===== config.mk =====
export PLATFORM = sky130hd
export DESIGN_NAME = spi_reg_bridge
export DESIGN_NICKNAME = d
export VERILOG_FILES = /design/src/rtl/spi_reg_bridge.sv
export SDC_FILE = /design/constraint.sdc
export NUM_CORES = 1
export LEC_CHECK = 0
export ABC_AREA = 1
export CORE_ASPECT_RATIO = 0.8
export CORE_MARGIN = 2
export CORE_UTILIZATION = 40
export CTS_BUF_LIST = sky130_fd_sc_hd__clkbuf_4
export DETAILED_ROUTE_END_ITERATION = 8
export GPL_ROUTABILITY_DRIVEN = 0
export GPL_TIMING_DRIVEN = 0
export PLACE_DENSITY = 0.58
export REMOVE_ABC_BUFFERS = 1
export SETUP_SLACK_MARGIN = 0.3
export SLEW_MARGIN = 40
export SYNTH_ARGS = -nofsm -noshare
export SYNTH_HDL_FRONTEND = slang
export SYNTH_SLANG_ARGS = --single-unit

===== constraint.sdc =====
create_clock -name clk -period 4.3 [get_ports clk]
set_clock_uncertainty 0.05 [all_clocks]
set_input_delay 1.29 -clock clk [delete_from_list [all_inputs] [get_ports clk]]
set_output_delay 1.29 -clock clk [all_outputs]
set_load 0.03 [all_outputs]

===== src/rtl/spi_reg_bridge.sv =====
// spi_reg_bridge
// Turns 3-byte SPI mode-0 frames (cmd, addr, data) into a single register-bus
// write, or into a register-bus read whose data is shifted back out on miso.
// The SPI pins are oversampled in the clk domain. No logic runs on sclk.
//
// Ports:
//   clk        system clock
//   rst        asynchronous active-low reset
//   sclk       SPI clock (CPOL=0, CPHA=0), asynchronous to clk
//   cs_n       SPI chip select, active-low
//   mosi       SPI data in, MSB first
//   miso       SPI data out, MSB first, forced to 0 while cs_n is high
//   writeb     register-bus write strobe, one clk wide
//   endereco   register-bus address
//   datain     register-bus write data
//   dataout    register-bus read data (combinational from the register block)
//   busy       high while a frame is being handled
//   frame_err  one-clk pulse on a bad command or an aborted frame
//
// state  | meaning
// -------+--------------------------------------------------------
// IDLE   | waiting for cs_n to fall
// CMD    | shifting in command byte (bits 1..8)
// ADDR   | shifting in address byte (bits 9..16)
// DATA   | shifting in data byte (bits 17..24); read data goes out on miso
// DONE   | frame complete, extra bits ignored until cs_n rises
// ERR    | bad command seen, rest of frame ignored until cs_n rises
module spi_reg_bridge #(
  parameter int SYNC_STAGES = 2
) (
  input  logic       clk,
  input  logic       rst,
  input  logic       sclk,
  input  logic       cs_n,
  input  logic       mosi,
  output logic       miso,
  output logic       writeb,
  output logic [7:0] endereco,
  output logic [7:0] datain,
  input  logic [7:0] dataout,
  output logic       busy,
  output logic       frame_err
);

  typedef enum logic [2:0] {
    S_IDLE, S_CMD, S_ADDR, S_DATA, S_DONE, S_ERR
  } state_t;

  logic [SYNC_STAGES-1:0] r_sclk_sync;
  logic [SYNC_STAGES-1:0] r_cs_sync;
  logic [SYNC_STAGES-1:0] r_mosi_sync;
  logic [SYNC_STAGES-1:0] r_vld;
  logic                   r_sclk_d;
  logic                   r_cs_d;
  logic                   r_armed;

  state_t     r_state;
  logic [4:0] r_bit_cnt;
  logic [7:0] r_rx;
  logic [7:0] r_tx;
  logic       r_is_wr;
  logic       r_load_tx;
  logic       r_miso;

  logic       w_sclk;
  logic       w_cs;
  logic       w_mosi;
  logic       w_sclk_rise;
  logic       w_sclk_fall;
  logic       w_cs_fall;
  logic       w_cs_rise;
  logic [7:0] w_rx_next;

  assign w_sclk      = r_sclk_sync[SYNC_STAGES-1];
  assign w_cs        = r_cs_sync[SYNC_STAGES-1];
  assign w_mosi      = r_mosi_sync[SYNC_STAGES-1];
  assign w_sclk_rise = w_sclk & ~r_sclk_d;
  assign w_sclk_fall = ~w_sclk & r_sclk_d;
  assign w_cs_fall   = ~w_cs & r_cs_d;
  assign w_cs_rise   = w_cs & ~r_cs_d;
  assign w_rx_next   = {r_rx[6:0], w_mosi};

  // The raw pin gates miso so the line is quiet as soon as the host deselects.
  assign miso = r_miso & ~cs_n;

  // Synchronizers reset to the idle bus level. r_vld tracks when the last
  // stage holds a real pin sample rather than its reset value; a frame may
  // only start once cs_n has really been seen high (r_armed), so a frame
  // already under way when reset releases is ignored.
  always_ff @(posedge clk or negedge rst) begin
    if (!rst) begin
      r_sclk_sync <= '0;
      r_cs_sync   <= '1;
      r_mosi_sync <= '0;
      r_vld       <= '0;
      r_sclk_d    <= 1'b0;
      r_cs_d      <= 1'b1;
      r_armed     <= 1'b0;
    end else begin
      r_sclk_sync <= {r_sclk_sync[SYNC_STAGES-2:0], sclk};
      r_cs_sync   <= {r_cs_sync[SYNC_STAGES-2:0], cs_n};
      r_mosi_sync <= {r_mosi_sync[SYNC_STAGES-2:0], mosi};
      r_vld       <= {r_vld[SYNC_STAGES-2:0], 1'b1};
      r_sclk_d    <= w_sclk;
      r_cs_d      <= w_cs;
      if (r_vld[SYNC_STAGES-1] && w_cs) r_armed <= 1'b1;
    end
  end

  always_ff @(posedge clk or negedge rst) begin
    if (!rst) begin
      r_state   <= S_IDLE;
      r_bit_cnt <= '0;
      r_rx      <= '0;
      r_tx      <= '0;
      r_is_wr   <= 1'b0;
      r_load_tx <= 1'b0;
      r_miso    <= 1'b0;
      writeb    <= 1'b0;
      endereco  <= '0;
      datain    <= '0;
      busy      <= 1'b0;
      frame_err <= 1'b0;
    end else begin
      writeb    <= 1'b0;
      frame_err <= 1'b0;
      r_load_tx <= 1'b0;
      // Read data is captured one cycle after endereco moves, giving the
      // register block's combinational read a full cycle.
      if (r_load_tx) r_tx <= dataout;

      case (r_state)
        S_IDLE: begin
          if (w_cs_fall && r_armed) begin
            r_state   <= S_CMD;
            r_bit_cnt <= '0;
            r_rx      <= '0;
            r_tx      <= '0;
            r_is_wr   <= 1'b0;
            r_miso    <= 1'b0;
            busy      <= 1'b1;
          end
        end

        S_CMD, S_ADDR, S_DATA: begin
          if (w_cs_rise) begin
            r_state <= S_IDLE;
            busy    <= 1'b0;
            if (r_bit_cnt != 5'd0) frame_err <= 1'b1;
          end else begin
            if (w_sclk_fall && (r_state == S_DATA) && !r_is_wr) begin
              r_miso <= r_tx[7];
              r_tx   <= {r_tx[6:0], 1'b0};
            end
            if (w_sclk_rise) begin
              r_rx      <= w_rx_next;
              r_bit_cnt <= r_bit_cnt + 5'd1;
              if ((r_state == S_CMD) && (r_bit_cnt == 5'd7)) begin
                if (w_rx_next == 8'h80) begin
                  r_is_wr <= 1'b1;
                  r_state <= S_ADDR;
                end else if (w_rx_next == 8'h00) begin
                  r_is_wr <= 1'b0;
                  r_state <= S_ADDR;
                end else begin
                  r_state   <= S_ERR;
                  frame_err <= 1'b1;
                end
              end else if ((r_state == S_ADDR) && (r_bit_cnt == 5'd15)) begin
                endereco  <= w_rx_next;
                r_load_tx <= 1'b1;
                r_state   <= S_DATA;
              end else if ((r_state == S_DATA) && (r_bit_cnt == 5'd23)) begin
                r_state <= S_DONE;
                if (r_is_wr) begin
                  datain <= w_rx_next;
                  writeb <= 1'b1;
                end
              end
            end
          end
        end

        S_DONE, S_ERR: begin
          if (w_cs_rise) begin
            r_state <= S_IDLE;
            busy    <= 1'b0;
          end
        end

        default: begin
          r_state <= S_IDLE;
          busy    <= 1'b0;
        end
      endcase
    end
  end

endmodule


* Word-level counts from Yosys, hierarchy flattened
Index checks and enable logic that the tools add are counted.
** Cells by class
- Add/subtract/negate cells :: 1
- Equality and inequality tests :: 19
- Muxes and demuxes :: 55
- Bitwise gates (word level) :: 13
- Reduce and logical (&&, ||, !) cells :: 22
** Operator list (number)
- 8-bit two-way mux :: 4
- 1-bit two-way mux :: 29
- 3-bit two-way mux :: 9
- 7-bit two-way mux :: 3
- 8-bit case mux with 2 select lines :: 1
- 5-bit two-way mux :: 3
- 7-bit case mux with 2 select lines :: 1
- 2-bit != test, second input constant :: 6
- 4-bit AND reduction :: 3
- 5-bit case mux with 2 select lines :: 1
- 3-bit case mux with 3 select lines :: 1
- 8-bit == test, second input constant :: 1
- 8-bit zero test :: 1
- 1-bit NOT :: 8
- 1-bit logical AND :: 7
- 7-bit AND reduction :: 1
- 3-bit by 2-bit == test with 1-bit output, second input constant :: 2
- 3-bit == test, second input constant :: 2
- 3-bit != test, second input constant :: 2
- 1-bit case mux with 2 select lines :: 3
- 6-bit AND reduction :: 1
- 5-bit by 1-bit adder with 5-bit output, second input constant :: 1
- 1-bit AND :: 5
- 5-bit by 3-bit == test with 1-bit output, second input constant :: 1
- other kinds (14) :: 14
** Word-level totals
- Bits in registers :: 56
- Input bits :: 13
- Output and inout bits :: 20
- Word-level logic and storage cells :: 129

* Longest topological paths before layout
- Depth in word-level cells :: 8
- Mapped depth :: 10
- Mapped depth without buffers :: 10

* Worst setup path before layout
No wires, ideal clock.
- Path kind :: input to output
- Start :: in cs_n
- End :: out miso
- Data arrival time :: 1.703 ns
- Data required time :: 2.960 ns
- Slack :: 1.257 ns
- Stages on the path :: 1
- Buffers on the path :: 0
- Cells stage by stage :: nor2_1
** On the way
- Word-level cells in the longest chain between the ends :: 2
** RTL lines
- start: declaration :: RTL line 34 : input logic cs_n,
- 1-bit NOT :: RTL line 84 : assign miso = r_miso & ~cs_n;
- 1-bit AND :: RTL line 84
- end: declaration :: RTL line 36 : output logic miso,
Every way passes these cells.

* Final worst setup path
Same ends and word-level chain as after synthesis.

==> flow_metrics.tcl <==
set metrics [dict create \
    outcome "completed" \
    fin_crit_sh_pct 88.9 \
    clock_path_buffers 2 \
    synth-edff-count 0 \
    clk_latency_ps 390 \
    wl_um 4890 \
    path_cells "clkdlybuf4s50_1 -> nor2_1 -> clkdlybuf4s50_1" \
    finalCoreUtilization_pct 49.6 \
    wl_met2_um 2000 \
    drc 0 \
    cp-start-kind "input port" \
    cp-end-kind "output pin" \
    port-buffer-count 32 \
    internal-power_uw 728 \
    viasPerCell 4.63 \
    fin_cells 400 \
    grt_first_pass_wirelength_um 8430 \
    syn_avg_cell_area_um2 8.71 \
    p_total_uw 1170 \
    fin_crit_ps 3820 \
    wl_met3_um 135 \
    yosysMostFrequentCell "nand2_1" \
    diodes 0 \
    die_y_um 73.9 \
    ir_drop_uv 134 \
    cts.clk_slew.worst_paths_ps 150 \
    hold_class "reg -> reg" \
    placedInstanceArea_um2 2870 \
    required_ps 2960 \
    top_layer "met4" \
    cpMostUsedCell "clkdlybuf4s50_1" \
    cts_hold_buf 0 \
    timing.final.hold_violations 0 \
    postRouteAntennaNets 0 \
    dp_hpwl_um 3530 \
    drt_iter0_drc 84 \
    slew_viol_final 0 \
    slowest_stage "clkdlybuf4s50_1" \
    critPathKind "in -> out" \
    yosysSeqAreaShare_pct 57.6 \
    vias 1853 \
    grt_start_max_net_pins 41 \
    cts_setup_buffers 0 \
    critPathMaxFanout 2 \
    p_leak_uw 0.00137 \
    grt_usage_pct 15.9 \
    antenna_found_initial 0 \
    fin_nets 334 \
    setup_viol_count_final 0 \
    drv_cap 0 \
    synthTopCellsByArea "dfrtp_1 54%, nand2_1 13%, o21ai_0 9.0%" \
    rsz0062_at_grt "false" \
    power.density_nw_per_um2 398 \
    critical_path.top_delay_family "buffers and inverters" \
    core_um2 5910 \
    num_rows 25 \
    htreeDepth 2 \
    dieArea_um2 6740 \
    ys_ff_latch 56 \
    max_slew_margin_pct 64.7 \
    synthArstFlopShare_pct 100 \
    switching_share_pct 37.7 \
    critPathMaxStageDelay_ps 670 \
    yosysWarnings 0 \
    timing.fmax_ghz 0.262 \
    synth_top_area_share_pct 54.4 \
    synth_cells 280 \
    dpl.cell_count 392 \
    grt_pass1_vias 1753 \
    combinationalPowerShare_pct 29.1 \
    synth_cell_types 27 \
    grt_overflow 0 \
    drive_gt1_share_pct 7.21 \
    die_x_um 91.3 \
    p_switching_uw 440 \
    cts_tree "built" \
    crit_buf_inv 2 \
    clkPwrFrac_pct 20.0 \
    start_util_pct 41.3 \
    synth_flop_cell "dfrtp_1" \
    ctsResizeCount 0 \
    cts_root_buffer "clkbuf_4" \
    cp.arrival_ps 2480 \
    cts-buffers-inserted 5 \
    p_seq_share_pct 50.9 \
    area_growth_pct 20.1 \
    worstMarginPinSlew_ps 529 \
    netlist_top_cells_count "86 x nand2_1, 53 x dfrtp_1, 44 x o21ai_0, 30 x inv_1, 21 x nor2_1" \
    wl_met1_um 2700 \
    synth_area_um2 2440 \
    wire_per_inst_um 12.2 \
    cts.sinks 56 \
    ios 33 \
    yosys.area.top_type "dfrtp_1" \
    stdcell_area_um2 2930 \
    first_pass_iters 4 \
    final.setup.tns_ps 0 \
]
## through the flow
step | hold slack, ps | setup WS (ps)
finish | 316 | 477
detailed placement | 286 | 468
global placement | 281 | 151
global route | 325 | 436
CTS | 317 | 473
floorplan | 281 | 1260
## state kept, by name (all words and copies together), names as in the netlist, 2 cells and up
name	flops
r_bit_cnt	5
r_sclk_sync	2
r_rx	7
endereco	8
r_cs_sync	2
r_tx	8
r_mosi_sync	2
datain	8
r_vld	2
r_state	3
## area by class of cell
class                           count  area [um2]
Clock buffer                        5        37.5
Clock inverter                      3        22.5
Fill cell                         575        2980
Inverter                           32         120
Multi-Input combinational cell    190         906
Sequential cell                    56        1410
Tap cell                           81         101
Timing Repair Buffer               33         338
## final timing paths
kind,startpoint,end,slack [ps],cells past startpoint
worst max register to register,r_bit_cnt[0],endereco[6],2190,8
worst max-delay path,cs_n,miso,480,3
min in group asynchronous,rst,datain[4],700,1
max in group asynchronous,rst,r_tx[2],3040,2
worst min-delay path,r_vld[0],r_vld[1],320,0
worst min register to register,r_vld[0],r_vld[1],320,0
## cells in the final DEF, fill, tap and decap left out
cell type,netlist,final
buf_12,0,1
nor2_4,2,2
buf_4,0,1
clkinv_4,0,1
nand2_1,86,86
nand3_1,17,17
nand4_2,1,1
nand4_1,2,2
clkinv_2,0,1
inv_2,2,2
nor2_1,21,21
mux2i_1,1,1
nand2_2,1,1
ha_1,3,3
nand2_4,1,1
xor2_1,2,2
inv_1,30,30
o22ai_1,1,1
and3_1,1,1
conb_1,1,1
nor3_1,1,1
clkdlybuf4s50_1,0,31
inv_6,0,1
nor2_2,1,1
dfrtp_1,53,53
o21ai_2,1,1
a21oi_1,1,1
clkbuf_4,0,5
o21ai_0,44,44
a21o_1,1,1
nor2_8,1,1
dfstp_2,3,3
## layer usage
layer	vias up	GRT usage (%)
met1	851	25.0
met5	-	0
met4	0	5.05
met2	28	21.9
met3	5	3.08
li1	969	-
## worst register-to-register path: cells and delay by family (launching register included)
family	cells	cell delay (ps)
and+or+nand+nor	5	900
DFF	1	450
adders and majority gates	2	360
AOI/OAI and AO/OA	1	290
## cell families (layout without fill, tap and decap cells)
family | Yosys count | after routing | synth area share (%)
AOI/OAI and AO/OA | 48 | 48 | 10.2
xor gates and xnor gates | 2 | 2 | 0.718
adders and majority gates | 3 | 3 | 1.54
buffers and inverters | 34 | 73 | 5.28
DFF | 56 | 56 | 57.6
muxes | 1 | 1 | 0.410
other | 1 | 1 | 0.154
and+or+nand+nor | 135 | 135 | 24.2
## power by group through the flow
stage	registers, uW	logic (uW)	clock network [uW]
2_1_floorplan	606	234	0
3_3_place_gp	604	334	0
3_5_place_dp	603	340	0
4_1_cts	594	340	244
5_1_grt	601	387	267
6_report	595	339	233
No activity file was read; power rests on OpenSTA's default activity.
==> edit 1 (same settings) <==
Put one more register stage on the output `datain`, without a reset. The value now appears one clock later. The other outputs are not delayed to match.
--- a/src/rtl/spi_reg_bridge.sv
+++ b/src/rtl/spi_reg_bridge.sv
@@ -47,4 +47,6 @@
   } state_t;
 
+  logic [7:0] datain_s0;
+
   logic [SYNC_STAGES-1:0] r_sclk_sync;
   logic [SYNC_STAGES-1:0] r_cs_sync;
@@ -119,5 +121,5 @@
       writeb    <= 1'b0;
       endereco  <= '0;
-      datain    <= '0;
+      datain_s0 <= '0;
       busy      <= 1'b0;
       frame_err <= 1'b0;
@@ -174,5 +176,5 @@
                 r_state <= S_DONE;
                 if (r_is_wr) begin
-                  datain <= w_rx_next;
+                  datain_s0 <= w_rx_next;
                   writeb <= 1'b1;
                 end
@@ -197,4 +199,8 @@
   end
 
+  always_ff @(posedge clk) begin
+    datain <= datain_s0;
+  end
+
 endmodule
 
Formal check against the unedited RTL: no difference found for any inputs over 10 cycles, from zero or initial values and one cycle with rst low; that may be too few to reach the edited logic, so the function may still have changed.
==> edit 1 against the unedited design <==
Wire length fell by 5.0%. Synthesized cell count fell by 1.1%. Total power rose by 11%. Synthesized area rose by 6.1%. Non-clock buffer count did not move. Setup slack got worse by 0.0085 ns. Count of clock-buffer cells in the layout rose by 5. Die area rose by 5.8%. First-iteration DRC count fell by 9.5%. Cell count rose by 1.5%. Sequential cell count rose by 8. Cell area rose by 6.4%. Largest power group unchanged.
==> edit 1: results (changes against the unedited design) <==
status=finished, final reports clean; vias per std cell=4.613 (-0.41%); library cells used by synthesis=29 (+7.4%); Synth top cells by count=61 x nand2_1, 53 x dfrtp_1, 39 x inv_1; worst skew pair latency=0.41 ns (+0.02 ns); Worst path max stage delay=0.67 ns (about the same); post-synthesis xor/xnor area fraction=0.006767 (-0.0004129); Psw=447.1 uW (+1.6%); post-synthesis async set-or-reset flop share=0.8750 (-0.1250); nets@finish=333 (-0.30%); maximum VDD drop=0.1832 mV (+37%); Synth area leaders=dfrtp_1 51%, nand2_1 8.8%, dfxtp_1 6.2%, o21ai_0 6.0%, inv_1 5.7%; Static Leakage=0.001392 uW (+1.6%); Filler Cell Count=618 (+7.5%); multiplexer area fraction after synthesis=0.003867 (-0.0002360); via count of the first global-routing pass=1803 (+2.9%); first-pass GRT wire length=8.418 mm (-0.15%); arrival time at the worst endpoint=2.49 ns; Routed WL=4.646 mm (-5.0%); Synth Area in Compound Gates=0.1015 (about the same); layout cell share with drive strength beyond 1=0.1087 (+0.03660); CTS H-Tree Depth=3 (+1); worst-margin pin slew=0.6496 ns (+0.1207 ns); Post-DP HPWL=3.288 mm (-6.9%); initial DRC count=76 (-9.5%); R2R Setup Slk=2.16 ns (-0.03 ns); Reg clk slew, reported paths=0.10 ns (-0.05 ns); largest net degree at the start of global routing=31 (-24%); worst r2r dst=datain_s0[0]; CTS buffer count=9 (+4); register area share after synthesis=0.6046 (+0.02874)
[edit 1: area by class of cell]
cell class / count / share of cell area
Inverter: 40 / 0.04817
Tap cell: 84 / 0.03372
Timing Repair Buffer: 33 / 0.1084
Clock buffer: 10 / 0.02409
Clock inverter: 6 / 0.01164
Sequential cell: 64 / 0.5022
Multi-Input combinational cell: 169 / 0.2718
[edit 1: worst min-delay path by stage]
stage                         from              to  slack, ns  cells after the start
floorplan           r_mosi_sync[0]  r_mosi_sync[1]       0.28                      0
global placement          r_vld[0]        r_vld[1]       0.28                      0
detailed placement        r_vld[0]        r_vld[1]       0.28                      0
CTS                 r_mosi_sync[0]  r_mosi_sync[1]       0.32                      0
global route          r_cs_sync[0]    r_cs_sync[1]       0.32                      0
finish              r_mosi_sync[0]  r_mosi_sync[1]       0.31                      0
[edit 1: metal layers]
metal,vias to the layer above,wire (um),GRT usage
met5,-,0,0
met4,0,61,0.07391
met3,6,216,0.05666
met2,43,1949,0.2014
met1,858,2418,0.2262
li1,966,-,-
[edit 1: logic make-up (layout without fill, tap and decap cells)]
family	count (synthesis)	in the layout
multiplexers	1	1
AO/OA/AOI/OAI	48	48
other	1	1
XOR/XNOR	2	2
buffers and inverters	44	89
AND/OR/NAND/NOR	114	114
flip-flops	64	64
adder cells (fa/ha/maj)	3	3
[edit 1: metrics by stage]
step	std cells	setup WS, ns	instance area (um^2)
final	406	0.4687	3117
after global routing	406	0.4232	3117
after CTS	406	0.4631	3117
after detailed placement	390	0.4751	3005
after global placement	389	0.1484	2988
after floorplan	273	1.257	2562
[edit 1: power by group through the flow]
stage	logic, uW	registers, uW	clock network, uW
CTS	296	665	349
global route	334	669	385
global placement	287	676	0
floorplan	198	680	0
detailed placement	294	676	0
finish	296	664	334
==> edit 2 (config.mk and constraints unchanged) <==
Without the edit above. The parameter `SYNC_STAGES` goes from 2 to 4.
--- a/src/rtl/spi_reg_bridge.sv
+++ b/src/rtl/spi_reg_bridge.sv
@@ -27,5 +27,5 @@
 // ERR    | bad command seen, rest of frame ignored until cs_n rises
 module spi_reg_bridge #(
-  parameter int SYNC_STAGES = 2
+  parameter int SYNC_STAGES = 4
 ) (
   input  logic       clk,
Check against the original RTL: not equivalent (Yosys sat finds a counterexample within 10 cycles, from zero or initial values and one cycle with rst low).
==> edit 2 against the unedited design <==
Synthesized cell count is 3.9% lower. Non-clock buffer count stayed put. Synthesized area is 7.4% higher. Cell count is 0.50% lower. Setup slack worse by 0.0098 ns. Cell area is 11% higher. Global-route usage is 0.29 points lower. Total power is 32% higher. Sequential cell count is 8 higher. Wire length is 0.65% higher. Clock power is 130% higher. Sequential share of layout area is 1.7 points higher. Critical path type unchanged. Largest power group unchanged. Highest routed layer unchanged.
==> edit 2: results (changes against the unedited design) <==
FFs & Latches=64 (+14%); Static Leakage=0.001552 uW (+13%); max_cap viols=0 (unchanged); post-synth top area share=0.5635 (+0.01993); Synth top cells by count=70 x nand2_1, 59 x dfrtp_1, 27 x nand3_1; Worst path max stage delay=0.67 ns (about the same); Worst Hold End=r_mosi_sync[2]; first-pass GRT wire length=8.604 mm (+2.1%); library cells used by synthesis=29 (+7.4%); Hold Path Class=reg2reg; Tot GR Track Use=0.1561 (-0.002883); worst skew pair latency=0.42 ns (+0.03 ns); Seq area share=0.4961 (+0.01663); critical path's top delay family=buffers and inverters; fraction of area in multi-input gates=0.2784 (-0.03076); Multi-In Gates=176 (-7.4%); nets@finish=325 (-2.7%); worst r2r dst=datain[5]; arrival time at the worst endpoint=2.49 ns; Comb group=335 uW (-1%); DIE AREA=7218 um^2 (+7.0%); internal cell power=1044 uW (+44%); status=finished, final reports clean; Non-CTS inverters=25 (-22%); worst-margin pin slew=0.5214 ns (-0.007547 ns); maximum VDD drop=0.2548 mV (+90%); initial DRC count=177 (+110%); Reg clk slew, reported paths=0.11 ns (-0.04 ns); CTS buffer count=9 (+4); fraction of area in non-clock buffers=0.1042 (-0.01104); CTS H-Tree Depth=3 (+1); number of non-clock buffers=33 (unchanged); P_seq=675 uW (+13%); post-synthesis async set-or-reset flop share=1.000 (unchanged); via count of the first global-routing pass=1778 (+1.4%); placed insts=382 (-2.6%); register area share after synthesis=0.6137 (+0.03776); Routed WL=4.920 mm (+0.65%); Post-Layout Cell Count=398 (-0.50%); area of placed instances=3042 um^2 (+6.0%); vias=1926 (+3.9%); layout cell share with drive strength beyond 1=0.1242 (+0.05210); Synth area leaders=dfrtp_1 56%, nand2_1 10%, nand3_1 5.2%, dfstp_2 5.0%, o21ai_0 4.2%; Hold Startpoint=r_mosi_sync[1]; CP startpoint=cs_n; clock-cell share of area=0.05985 (+0.03935); Filler Cell Count=614 (+6.8%); largest net degree at the start of global routing=40 (-2.4%); Post-DP HPWL=3.493 mm (-1.0%); root buf cell=clkbuf_4; Worst Reg2Reg Path Length in Cells=9 (+1); combinational fraction of design power=0.217 (-0.074); Post-Syn Instances=269 (-3.9%)
[edit 2: cell types whose count changed in the layout (fill, tap and decap cells not counted), sizes merged, moves of 5 or more]
cell / before / now
nand2: 88 / 72
o22ai: 1 / 8
inv: 33 / 28
nand3: 17 / 27
o21ai: 45 / 23
mux2: 0 / 7
dfrtp: 53 / 59
[edit 2: kinds of logic after synthesis]
family          Yosys count  share of synthesized area
fa+ha+maj                 3                    0.01433
xor+xnor                  2                   0.006687
buf+inv                  29                    0.04393
mux                       8                    0.03391
compound gates           35                    0.07355
simple gates            127                     0.2125
other cells               1                   0.001431
flops                    64                     0.6137
[edit 2: per-layer routing]
| layer | vias up | part of all wire | GRT usage |
|---|---|---|---|
| li1 | 973 | - | - |
| met1 | 895 | 0.50 | 0.2394 |
| met2 | 52 | 0.43 | 0.1936 |
| met3 | 6 | 0.064 | 0.05737 |
| met4 | 0 | 0.013 | 0.06957 |
| met5 | - | 0 | 0 |
[edit 2: metrics by stage]
step / utilization / hold slack, ns / setup slack (ns)
4_1_cts: 0.5075 / 0.3123 / 0.4664
5_1_grt: 0.5082 / 0.3178 / 0.4316
3_3_place_gp: 0.4743 / 0.2816 / -0.1915
6_report: 0.5082 / 0.3091 / 0.4674
3_5_place_dp: 0.4770 / 0.2847 / 0.4708
2_1_floorplan: - / 0.2812 / 1.257
[edit 2: worst max-delay path by stage]
| stage | end | cells after the start |
|---|---|---|
| 6_report | miso | 3 |
| 3_3_place_gp | r_state[2] | 1 |
| 2_1_floorplan | miso | 1 |
| 5_1_grt | miso | 3 |
| 4_1_cts | miso | 3 |
| 3_5_place_dp | miso | 3 |
